[config.mk]
export PLATFORM = sky130hd
export DESIGN_NAME = tmss_lock_ctrl
export DESIGN_NICKNAME = d
export VERILOG_FILES = /design/src/rtl/tmss_lock_ctrl.sv
export SDC_FILE = /design/constraint.sdc
export NUM_CORES = 1
export LEC_CHECK = 0
export CORE_MARGIN = 5
export CORE_UTILIZATION = 40
export DETAILED_ROUTE_END_ITERATION = 7
export PLACE_DENSITY = 0.7
export SYNTH_ARGS = -nofsm -noshare
export SYNTH_HDL_FRONTEND = slang
export SYNTH_SLANG_ARGS = --single-unit
[constraint.sdc]
create_clock -name MCLK -period 4 [get_ports MCLK]
set_input_delay 0.4 -clock MCLK [delete_from_list [all_inputs] [get_ports MCLK]]
set_output_delay 0.4 -clock MCLK [all_outputs]
set_load 0.02 [all_outputs]
[src/rtl/tmss_lock_ctrl.sv]
// TMSS lockout controller: key/bank register decode with DTACK timing, lock/halt
// state machine and boot-ROM mapping for the cartridge slot.
module tmss_lock_ctrl #(
  parameter int                      KEY_WORDS  = 2,
  parameter logic [16*KEY_WORDS-1:0] KEY        = (16*KEY_WORDS)'(128'h5345_4741),
  parameter int                      ROM_AW     = 10,
  parameter int                      DTACK_WAIT = 0
) (
  input  logic              MCLK,
  input  logic              SRES,
  input  logic              tmss_enable,
  input  logic              JAP,
  input  logic              AS,
  input  logic              UDS,
  input  logic              LDS,
  input  logic              RW,
  input  logic [22:0]       VA,
  input  logic [15:0]       VD_i,
  input  logic              CE0_i,
  input  logic              CART,
  input  logic              M3,
  input  logic              INTAK,
  input  logic [15:0]       tmss_data,
  output logic [15:0]       VD_o,
  output logic              data_out_en,
  output logic              DTACK,
  output logic              RESET,
  output logic              CE0_o,
  output logic [ROM_AW-1:0] tmss_address,
  output logic              locked
);

  localparam int          KB       = $clog2(KEY_WORDS);
  localparam int          IW       = (KB > 0) ? KB : 1;
  localparam logic [22:0] KEY_BASE = 23'h50A000 >> KB;

  typedef enum logic [1:0] {B_IDLE = 2'd0, B_WAIT = 2'd1, B_ACK = 2'd2} bus_state_t;
  typedef enum logic [1:0] {L_LOCKED = 2'd0, L_UNLOCKED = 2'd1, L_HALT = 2'd2} lock_state_t;

  // Word 0 is the most significant word of KEY, i.e. the first word the CPU writes.
  function automatic logic [15:0] key_word(input int i);
    key_word = KEY[16*(KEY_WORDS-1-i) +: 16];
  endfunction

  bus_state_t  bus_q, bus_d;
  lock_state_t lock_q, lock_d;
  logic [3:0]  cnt_q, cnt_d;
  logic [15:0] key_q [KEY_WORDS];
  logic [15:0] key_d [KEY_WORDS];
  logic        bank_q, bank_d;
  logic        match_q, match_d;
  logic        as_q, as_d;

  logic          key_addr_s;
  logic [IW-1:0] idx_s;
  logic          keyhit_s, bankhit_s, vdphit_s, start_s, romsel_s, ack_entry_s;

  generate
    if (KB == 0) begin : g_single
      assign key_addr_s = (VA == KEY_BASE);
      assign idx_s      = '0;
    end else begin : g_multi
      assign key_addr_s = (VA[22:KB] == KEY_BASE[22-KB:0]);
      assign idx_s      = VA[KB-1:0];
    end
  endgenerate

  assign keyhit_s     = ~AS & ~UDS & ~LDS & key_addr_s;
  assign bankhit_s    = ~AS & ~LDS & (VA == 23'h50A080);
  assign vdphit_s     = ~AS & (VA[22:20] == 3'b110);
  assign start_s      = as_q & ~AS;
  assign romsel_s     = ~bank_q & ~CART & M3;
  assign tmss_address = VA[ROM_AW-1:0];

  always_comb begin
    as_d    = AS;
    bus_d   = bus_q;
    cnt_d   = cnt_q;
    bank_d  = bank_q;
    lock_d  = lock_q;
    key_d   = key_q;
    match_d = 1'b1;

    case (bus_q)
      B_IDLE: begin
        if (start_s && (keyhit_s || bankhit_s)) begin
          if (DTACK_WAIT == 0) begin
            bus_d = B_ACK;
          end else begin
            bus_d = B_WAIT;
            cnt_d = 4'd0;
          end
        end else begin
          bus_d = B_IDLE;
        end
      end
      B_WAIT: begin
        if (AS) begin
          bus_d = B_IDLE;
        end else if (cnt_q == 4'(DTACK_WAIT - 1)) begin
          bus_d = B_ACK;
        end else begin
          cnt_d = cnt_q + 4'd1;
        end
      end
      B_ACK: begin
        if (AS) begin
          bus_d = B_IDLE;
        end else begin
          bus_d = B_ACK;
        end
      end
      default: bus_d = B_IDLE;
    endcase

    // Writes land only on the edge that enters ACK, so each access writes once.
    ack_entry_s = (bus_d == B_ACK) && (bus_q != B_ACK) && !RW;
    if (ack_entry_s && keyhit_s) begin
      key_d[idx_s] = VD_i;
    end else begin
      key_d = key_q;
    end
    if (ack_entry_s && bankhit_s) begin
      bank_d = VD_i[0];
    end else begin
      bank_d = bank_q;
    end

    for (int i = 0; i < KEY_WORDS; i++) begin
      match_d = match_d & (key_q[i] == key_word(i));
    end

    case (lock_q)
      L_LOCKED, L_UNLOCKED: begin
        if (start_s && vdphit_s && !match_q && JAP) begin
          lock_d = L_HALT;
        end else if (match_q) begin
          lock_d = L_UNLOCKED;
        end else begin
          lock_d = L_LOCKED;
        end
      end
      L_HALT:  lock_d = L_HALT;
      default: lock_d = L_HALT;
    endcase
  end

  always_ff @(posedge MCLK) begin
    if (SRES) begin
      bus_q   <= B_IDLE;
      lock_q  <= L_LOCKED;
      cnt_q   <= 4'd0;
      bank_q  <= 1'b0;
      match_q <= 1'b0;
      as_q    <= 1'b1;
      for (int i = 0; i < KEY_WORDS; i++) begin
        key_q[i] <= 16'h0000;
      end
    end else begin
      bus_q   <= bus_d;
      lock_q  <= lock_d;
      cnt_q   <= cnt_d;
      bank_q  <= bank_d;
      match_q <= match_d;
      as_q    <= as_d;
      for (int i = 0; i < KEY_WORDS; i++) begin
        key_q[i] <= key_d[i];
      end
    end
  end

  // Bypass forces the bus-facing outputs idle while state keeps tracking the bus.
  always_comb begin
    VD_o        = 16'h0000;
    data_out_en = 1'b1;
    DTACK       = 1'b1;
    RESET       = 1'b1;
    CE0_o       = CE0_i;
    locked      = (lock_q != L_UNLOCKED);
    if (tmss_enable) begin
      if (romsel_s) begin
        VD_o = tmss_data;
      end else if (keyhit_s && RW) begin
        VD_o = key_q[idx_s];
      end else if (bankhit_s && RW) begin
        VD_o = {15'b0, bank_q};
      end else begin
        VD_o = 16'h0000;
      end
      data_out_en = ~((romsel_s & ~AS & RW) |
                      ((bus_q == B_ACK) & RW & (keyhit_s | bankhit_s)));
      DTACK       = ~((bus_q == B_ACK) & INTAK);
      RESET       = (lock_q != L_HALT);
      CE0_o       = CE0_i | romsel_s;
    end else begin
      VD_o        = 16'h0000;
      data_out_en = 1'b1;
      DTACK       = 1'b1;
      RESET       = 1'b1;
      CE0_o       = CE0_i;
    end
  end

endmodule

---- Yosys cells after proc, flatten, opt, wreduce, memory -nomap -nowiden ----
Cells that the tools add are included.
Widths: inputs -> output; s select.
cells by class
  $add $sub $neg .......................... 1
  order comparisons ....................... 2
  reductions and logical operators ........ 19
  bitwise gates (word level) .............. 28
  eq/ne operators ......................... 13
  mux-type cells .......................... 22
operator list
  kind                  number
  $mux 16               7
  $bwmux 32             1
  $eq 16x15->1 const B  2
  $eq 23x23->1 const B  1
  $eq 22x22->1 const B  1
  $demux 16 s1          1
  $and 1x1->1           15
  $mux 2                6
  $logic_and 1x1->1     11
  $not 1->1             9
  $mux 1                6
  $pmux 2 s3            1
  $add 4x1->4 const B   1
  $eq 2x1->1 const B    2
  $eq 2x2->1 const B    2
  $eq 4x4->1 const B    1
  $logic_not 2->1       2
  $ne 2x2->1 const B    2
  $eq 3x3->1 const B    1
  $or 1x1->1            3
  $reduce_and 3->1      1
  $reduce_or 3->1       1
  $ge 2x2->1 const B    1
  $logic_not 1->1       2
  other kinds (5)       5
storage, ports and cells
  logic and storage cells ................. 94
  input bits .............................. 67
  output and inout bits ................... 31
  flip-flop bits (word level) ............. 43

---- Logic depth before layout (Yosys ltp) ----
Gate-level depths: netlist of the first run.
  depth in word-level cells ............... 12
  mapped depth ............................ 6
  gate-level depth less buffers ........... 5

---- Least setup slack after synthesis of the first run ----
No wires, ideal clock.
  path kind ............................... input-to-output
  start ................................... input port LDS
  end ..................................... output port VD_o[0]
  cell stages on the path ................. 4
  setup slack ............................. 1793 ps
  arrival ................................. 1807 ps
  data required time ...................... 3600 ps
  buffers on the path ..................... 0
  cell sequence ........................... nor4b_2 -> nand4_2 -> or4_1 -> a21boi_1
between the ends
  cells in the longest elaborated chain, start to end .. 8
  elaborated cells on any way between the ends .. 11
  those cells by class .................... mux: 4; bitwise: 5; reduce/logical: 2
RTL lines
  item                       line    text
  start: declaration         15      input logic LDS,
  $not 1->1 (*)              68, 69
  $and 1x1->1 (2 in series)  69      assign bankhit_s = ~AS & ~LDS & (VA == 23'h50A080);
  $logic_and 1x1->1          185     end else if (bankhit_s && RW) begin
  $mux 1                     185
  $mux 16 (*)                183     end else if (keyhit_s && RW) begin
  $mux 16 (*)                181     if (romsel_s) begin
  $mux 16 (*)                180     if (tmss_enable) begin
  end: declaration           24      output logic [15:0] VD_o,
Mark *: on every way between the ends. The rest lies on a longest branch, timed or not.

---- Final worst setup path of the first run ----
  start ................................... input port VA[20]
  end ..................................... output port VD_o[4]
between the ends
  cells in the longest elaborated chain, start to end .. 6
RTL lines
  item                line  text
  start: declaration  17    input logic [22:0] VA,
  $eq 22x22->1        63    assign key_addr_s = (VA[22:KB] == KEY_BASE[22-KB:0]);
  $and 1x1->1         68    assign keyhit_s = ~AS & ~UDS & ~LDS & key_addr_s;
  $logic_and 1x1->1   183
  $mux 16             183
  $mux 16             181
  $mux 16             180
Every way passes these cells.

==> results of run 1 <==
==> per-layer routing <==
| metal | GRT usage [%] | wire [um] | part of all wire [%] |
|---|---|---|---|
| met5 | 0 | 0 | 0 |
| met4 | 4.715 | 125 | 1.5 |
| met3 | 5.092 | 563 | 6.8 |
| met2 | 33.54 | 4176 | 51 |
| met1 | 25.12 | 3368 | 41 |
==> per-stage QoR <==
| stage | cell area (um2) | power [mW] |
|---|---|---|
| after global routing | 3568 | 0.9115 |
| after CTS | 3568 | 0.8824 |
| after detailed placement | 3468 | 0.5879 |
| after floorplan | 2552 | 0.4949 |
| after global placement | 3468 | 0.5871 |
| final | 3568 | 0.8792 |
==> final cells by class <==
| class | instances | area, um2 |
|---|---|---|
| Clock buffer | 8 | 100.1 |
| Fill cell | 615 | 2709 |
| Multi-Input combinational cell | 226 | 1495 |
| Sequential cell | 43 | 860.8 |
| Tap cell | 77 | 96.34 |
| Timing Repair Buffer | 103 | 1016 |
==> registers in the layout (all words and copies together), names as in the netlist <==
register and cells:
key_q 32, cnt_q 4, bank_q 1, match_q 1, bus_q 2, lock_q 2, as_q 1
==> synth_stat cells (2+ instances only) <==
| master | number | area, um2 |
|---|---|---|
| sky130_fd_sc_hd__nor3b_1 | 4 | 30.03 |
| sky130_fd_sc_hd__dfxtp_1 | 43 | 860.8 |
| sky130_fd_sc_hd__nor3_1 | 2 | 10.01 |
| sky130_fd_sc_hd__buf_4 | 10 | 75.07 |
| sky130_fd_sc_hd__nor4b_1 | 4 | 35.03 |
| sky130_fd_sc_hd__nand2_1 | 21 | 78.83 |
| sky130_fd_sc_hd__nand4_1 | 35 | 219.0 |
| sky130_fd_sc_hd__nor4b_2 | 2 | 30.03 |
| sky130_fd_sc_hd__nor4bb_1 | 2 | 20.02 |
| sky130_fd_sc_hd__nor2_1 | 9 | 33.78 |
| sky130_fd_sc_hd__o21ai_1 | 15 | 75.07 |
| sky130_fd_sc_hd__nor4_1 | 4 | 25.02 |
| sky130_fd_sc_hd__o31ai_1 | 32 | 240.2 |
| sky130_fd_sc_hd__nand4_2 | 2 | 25.02 |
| sky130_fd_sc_hd__nand4b_1 | 2 | 17.52 |
| sky130_fd_sc_hd__nor2b_1 | 4 | 25.02 |
| sky130_fd_sc_hd__buf_2 | 13 | 65.06 |
| sky130_fd_sc_hd__nand2b_1 | 4 | 25.02 |
| sky130_fd_sc_hd__and4_1 | 2 | 17.52 |
| sky130_fd_sc_hd__clkbuf_1 | 15 | 56.30 |
| sky130_fd_sc_hd__or2_2 | 2 | 12.51 |
| sky130_fd_sc_hd__nand3_1 | 5 | 25.02 |
| sky130_fd_sc_hd__a21oi_1 | 36 | 180.2 |
| sky130_fd_sc_hd__mux2i_1 | 16 | 160.2 |
==> path summary, 6_finish.rpt <==
kind / cells after the start / end / slack, ns / from
max: 6 / VD_o[4] / 0.86 / VA[20]
min: 2 / cnt_q[1]$_SDFFE_PP0P_ / 0.48 / cnt_q[1]$_SDFFE_PP0P_
max reg2reg: 5 / key_q[15]$_SDFFE_PP0P_ / 1.95 / cnt_q[0]$_SDFFE_PP0P_
min reg2reg: 2 / cnt_q[1]$_SDFFE_PP0P_ / 0.48 / cnt_q[1]$_SDFFE_PP0P_
==> worst max-delay path: stages <==
cell and delay, ns:
sky130_fd_sc_hd__clkdlybuf4s50_1 0.47, sky130_fd_sc_hd__nor3b_1 0.32, sky130_fd_sc_hd__and4_1 0.30, sky130_fd_sc_hd__nand4_2 0.36, sky130_fd_sc_hd__o21ai_1 0.26, sky130_fd_sc_hd__clkdlybuf4s50_1 0.63
==> report_power, final <==
group | total [mW] | switching (mW) | internal, mW
registers | 0.429 | 0.000563 | 0.428
clock network | 0.301 | 0.144 | 0.158
logic | 0.149 | 0.0613 | 0.0876
total | 0.879 | 0.206 | 0.674
==> kinds of logic (layout without fill, tap and decap cells) <==
group	count (synthesis)	after routing
xor gates and xnor gates	1	1
and+or+nand+nor	114	114
DFF	43	43
adders and majority gates	1	1
buffers and inverters	38	111
AOI/OAI and AO/OA	93	93
muxes	17	17
==> impl_metrics.ini, run 1 <==
[power_and_ir_drop]
static-leakage-power_nw = 1.138
vdd_ir_drop_max_mv = 0.2149
power_density_mw_per_mm2 = 246.4

[yosys]
number_of_register_bits_inferred_by_synthesis = 43
synth_top_family_by_area = simple AND/OR/NAND/NOR gates
synth_xor_xnor_area_share_pct = 0.3431
syn-num-nets = 375
synth_enable_flop_cells = 0
synth_mux_area_share_pct = 6.716
synth.cell_area_mm2 = 0.002552
syn-instance-count = 307
yosys_warnings = 0
fraction_of_the_mapped_netlist_area_in_compound_gates_pct = 22.94
avgSynthCellArea_um2 = 8.314
synth.lib_cells_used.distinct = 47
async_flop_share_pct = 0
adder_and_majority_gate_portion_of_the_synthesized_area_pct = 0.4902
synth-main-ff-cell = sky130_fd_sc_hd__dfxtp_1
sequential_share_of_the_synthesized_area_pct = 33.73
synth_simple_gate_area_share_pct = 28.09

[clock_tree]
cts.sink_count = 43
inserted_clock_buffers = 5
cts_setup_buffers = 0
cts-hold-fix-buffers = 0
postCtsResizedCells = 0
maximum_buffer_depth_of_the_clock_tree = 2
clockRootBuffer = sky130_fd_sc_hd__clkbuf_8
clock_latency_ns = 0.29
cts_tree = done
cts_htree_levels = 2
clk_pin_slew_ns = 0.07

[worst_setup_path]
path_max_fanout = 15
cp_data_required_time_ns = 3.60
setup.worst_path.class = input pin to output pin
worstSetupEndpointType = output pin
timing.critical_path.arrival_ns = 2.74
setup.worst_path.start_class = input pin

[sta]
max_slew.worst_pin.slew_ns = 0.8847
setup_viol = 0
fin_tns_setup_ns = 0
period_share_pct = 78.48
final.setup_skew_ns = 0.007624
max_freq_mhz = 318.5
final.setup.worst_slack_ns = 0.8606
finalCriticalPeriod_ns = 3.139
report.final.hold_viol_count = 0
rsz0062_at_grt = false
timing_max_transition_violations_final = 0
fin_hold_ws_ns = 0.4778
max_slew_margin_pct = 41.02

[global_routing]
grt_pass1_vias = 2637
grt_antenna_before_repair = 0
grt_util_all_layers_pct = 19.79
grt_max_degree = 43
grt_pass1_wl_mm = 13.43
gr-total-overflow = 0

[route]
post-route-drc-count = 0
drtPass1Iterations = 5
wl_mm = 8.233
drt.antenna.violating_nets = 0
detail_route.wl_per_cell_um = 18.02
post_drt_via_cell_ratio = 5.939
num_vias = 2714
drtIter0Drc = 166

[cells_and_area]
flow.area_growth_from_synthesis_pct = 39.80
design.final.nets = 447
drive_above_1_share_pct = 7.105
antenna_cells = 0
final_common_cell = sky130_fd_sc_hd__clkdlybuf4s50_1
layout.core_utilization_pct = 56.85
layout.cells.most_common_list = 97 x sky130_fd_sc_hd__clkdlybuf4s50_1, 43 x sky130_fd_sc_hd__dfxtp_1, 36 x sky130_fd_sc_hd__a21oi_1
finish.cell_count_without_fillers = 457

[placed_design]
placement.setup.worst_slack_ns = 0.8408
placed_cells_incl_taps = 449
gp_congestion = 0.8233
place_hpwl_mm = 5.821
port_bufs = 97

[die]
initial_utilization_pct = 40.66
num_io_pins = 98
area_of_the_die_mm2 = 0.008078
die_h_um = 89.88
overall_die_width_um = 89.88
fp.coreArea_mm2 = 0.006277
num_rows = 29

[job]
drv_cap = 0

[run_status]
status = finished clean

[hold_path]
timing.hold.worst.class = flip-flop to flip-flop
Power figures use the tool's default switching activity.
==> inputs of run 2 (changes only) <==
Clock period 4 ns to 3.25 ns, I/O delays scaled along.
==> impl_metrics.ini, run 2 (synthesis gave the netlist of run 1 again) <==
[global_routing]
grt_antenna_before_repair = 0
grt_pass1_vias = 2612
grt_max_degree = 37
gr-total-overflow = 0
grt_util_all_layers_pct = 20.05
grt_pass1_wl_mm = 13.63

[worst_setup_path]
crit_chain = clkdlybuf4s50_1 -> nor4_1 -> and3_1 -> nand4_2 -> o21ai_1 -> clkdlybuf4s50_1
setup.worst_path.class = input pin to output pin
critPathTopFamily = buffers and inverters
worstSetupEndpointType = output pin
cp_slowest_cell = sky130_fd_sc_hd__clkdlybuf4s50_1
most_repeated_library_cell_on_the_critical_path = sky130_fd_sc_hd__clkdlybuf4s50_1
cp_slowest_stage_delay_ns = 0.63
timing.critical_path.arrival_ns = 2.63
path_max_fanout = 15
cp_data_required_time_ns = 2.92
setup.worst_path.start_class = input pin
critical_path.n_buffers_inverters = 2

[route]
met1Wirelength_mm = 3.528
drt.antenna.violating_nets = 0
wl_mm = 8.296
drtPass1Iterations = 4
dr.max_layer_used = met4
met2RoutedLength_mm = 4.228
detailed_route_wirelength_on_metal3_um = 431
post_drt_via_cell_ratio = 5.904
num_vias = 2710
detail_route.wl_per_cell_um = 18.07
post-route-drc-count = 0
drtIter0Drc = 232

[power_and_ir_drop]
power_density_mw_per_mm2 = 333.5
vdd_ir_drop_max_mv = 0.2344
post-layout-total-power_mw = 1.207
static-leakage-power_nw = 1.161

[cells_and_area]
largest_reg_flops = 32
final_common_cell = sky130_fd_sc_hd__clkdlybuf4s50_1
regMostFlops = key_q
layout_top_registers = key_q: 32 flops, cnt_q: 4 flops
antenna_cells = 0
flow.area_growth_from_synthesis_pct = 41.81
layout.cells.most_common_list = 97 x sky130_fd_sc_hd__clkdlybuf4s50_1, 43 x sky130_fd_sc_hd__dfxtp_1, 36 x sky130_fd_sc_hd__a21oi_1
design.final.nets = 449
drive_above_1_share_pct = 7.853

[clock_tree]
cts_htree_levels = 2
cts-hold-fix-buffers = 0
cts_setup_buffers = 0
cts.sink_count = 43
postCtsResizedCells = 0
inserted_clock_buffers = 5
maximum_buffer_depth_of_the_clock_tree = 2
cts_tree = done
clk_pin_slew_ns = 0.08
clock_latency_ns = 0.30
clockRootBuffer = sky130_fd_sc_hd__clkbuf_8

[sta]
max_slew_margin_pct = 43.03
timing_max_transition_violations_final = 0
rsz0062_at_grt = false
fin_tns_setup_ns = 0
fin_hold_ws_ns = 0.4728
setup_viol = 0
report.final.hold_viol_count = 0
period_share_pct = 91.07
final.setup_skew_ns = 0.004523
max_slew.worst_pin.slew_ns = 0.8521
max_freq_mhz = 337.9
finalCriticalPeriod_ns = 2.960

[placed_design]
port_bufs = 97
gp_congestion = 0.7811
place_hpwl_mm = 5.928

[die]
die_h_um = 89.88
num_rows = 29
overall_die_width_um = 89.88
area_of_the_die_mm2 = 0.008078
initial_utilization_pct = 40.66
num_io_pins = 98
fp.coreArea_mm2 = 0.006277

[job]
drv_cap = 0

[run_status]
status = finished clean

[hold_path]
timing.hold.worst.class = flip-flop to flip-flop
[run 2: final timing paths]
kind / start / endpoint / slack [ns] / cells past startpoint
setup / recovery: VA[2] / VD_o[1] / 0.29 / 6
hold / removal: lock_q[1]$_SDFF_PP0_ / lock_q[0]$_SDFF_PP0_ / 0.47 / 1
setup reg to reg: cnt_q[0]$_SDFFE_PP0P_ / key_q[0]$_SDFFE_PP0P_ / 1.20 / 5
hold reg to reg: lock_q[1]$_SDFF_PP0_ / lock_q[0]$_SDFF_PP0_ / 0.47 / 1
[run 2: final cells by class]
type	count	area, um2
sequential	43	860.8
multi-input combinational	226	1495
tap	77	96.34
timing repair buffer	105	1031
clock buffer	5	68.82
fill	592	2658
clock inverter	3	67.56
[run 2: metrics by stage]
stage                     util (%)  instance area (um2)  instances  worst slack [ns]
final                        57.66                 3620        459            0.2902
after global routing         57.66                 3620        459           0.02319
after CTS                    57.66                 3620        459            0.2518
after detailed placement     55.49                 3483        451            0.2579
after global placement       55.49                 3483        451            0.2675
after floorplan                  -                 2552        307             1.193
[run 2: power by group]
part	internal, mW	switching, mW	total [mW]
clock	0.306	0.188	0.494
combinational	0.109	0.0763	0.186
sequential	0.527	0.000631	0.528
total	0.943	0.265	1.21
[run 2: routing by layer]
metal  track usage, %  up-vias
li1                 -     1320
met2            34.27       77
met1            25.67     1304
met3            3.589        9
met5                0        -
met4            5.955        0
==> inputs of run 3 (changes only) <==
Settings changed: CTS_BUF_LIST from default to sky130_fd_sc_hd__clkbuf_4 sky130_fd_sc_hd__clkbuf_8.
==> results of run 3 <==
The final DEF is identical to that of run 2; final timing and power are the same.
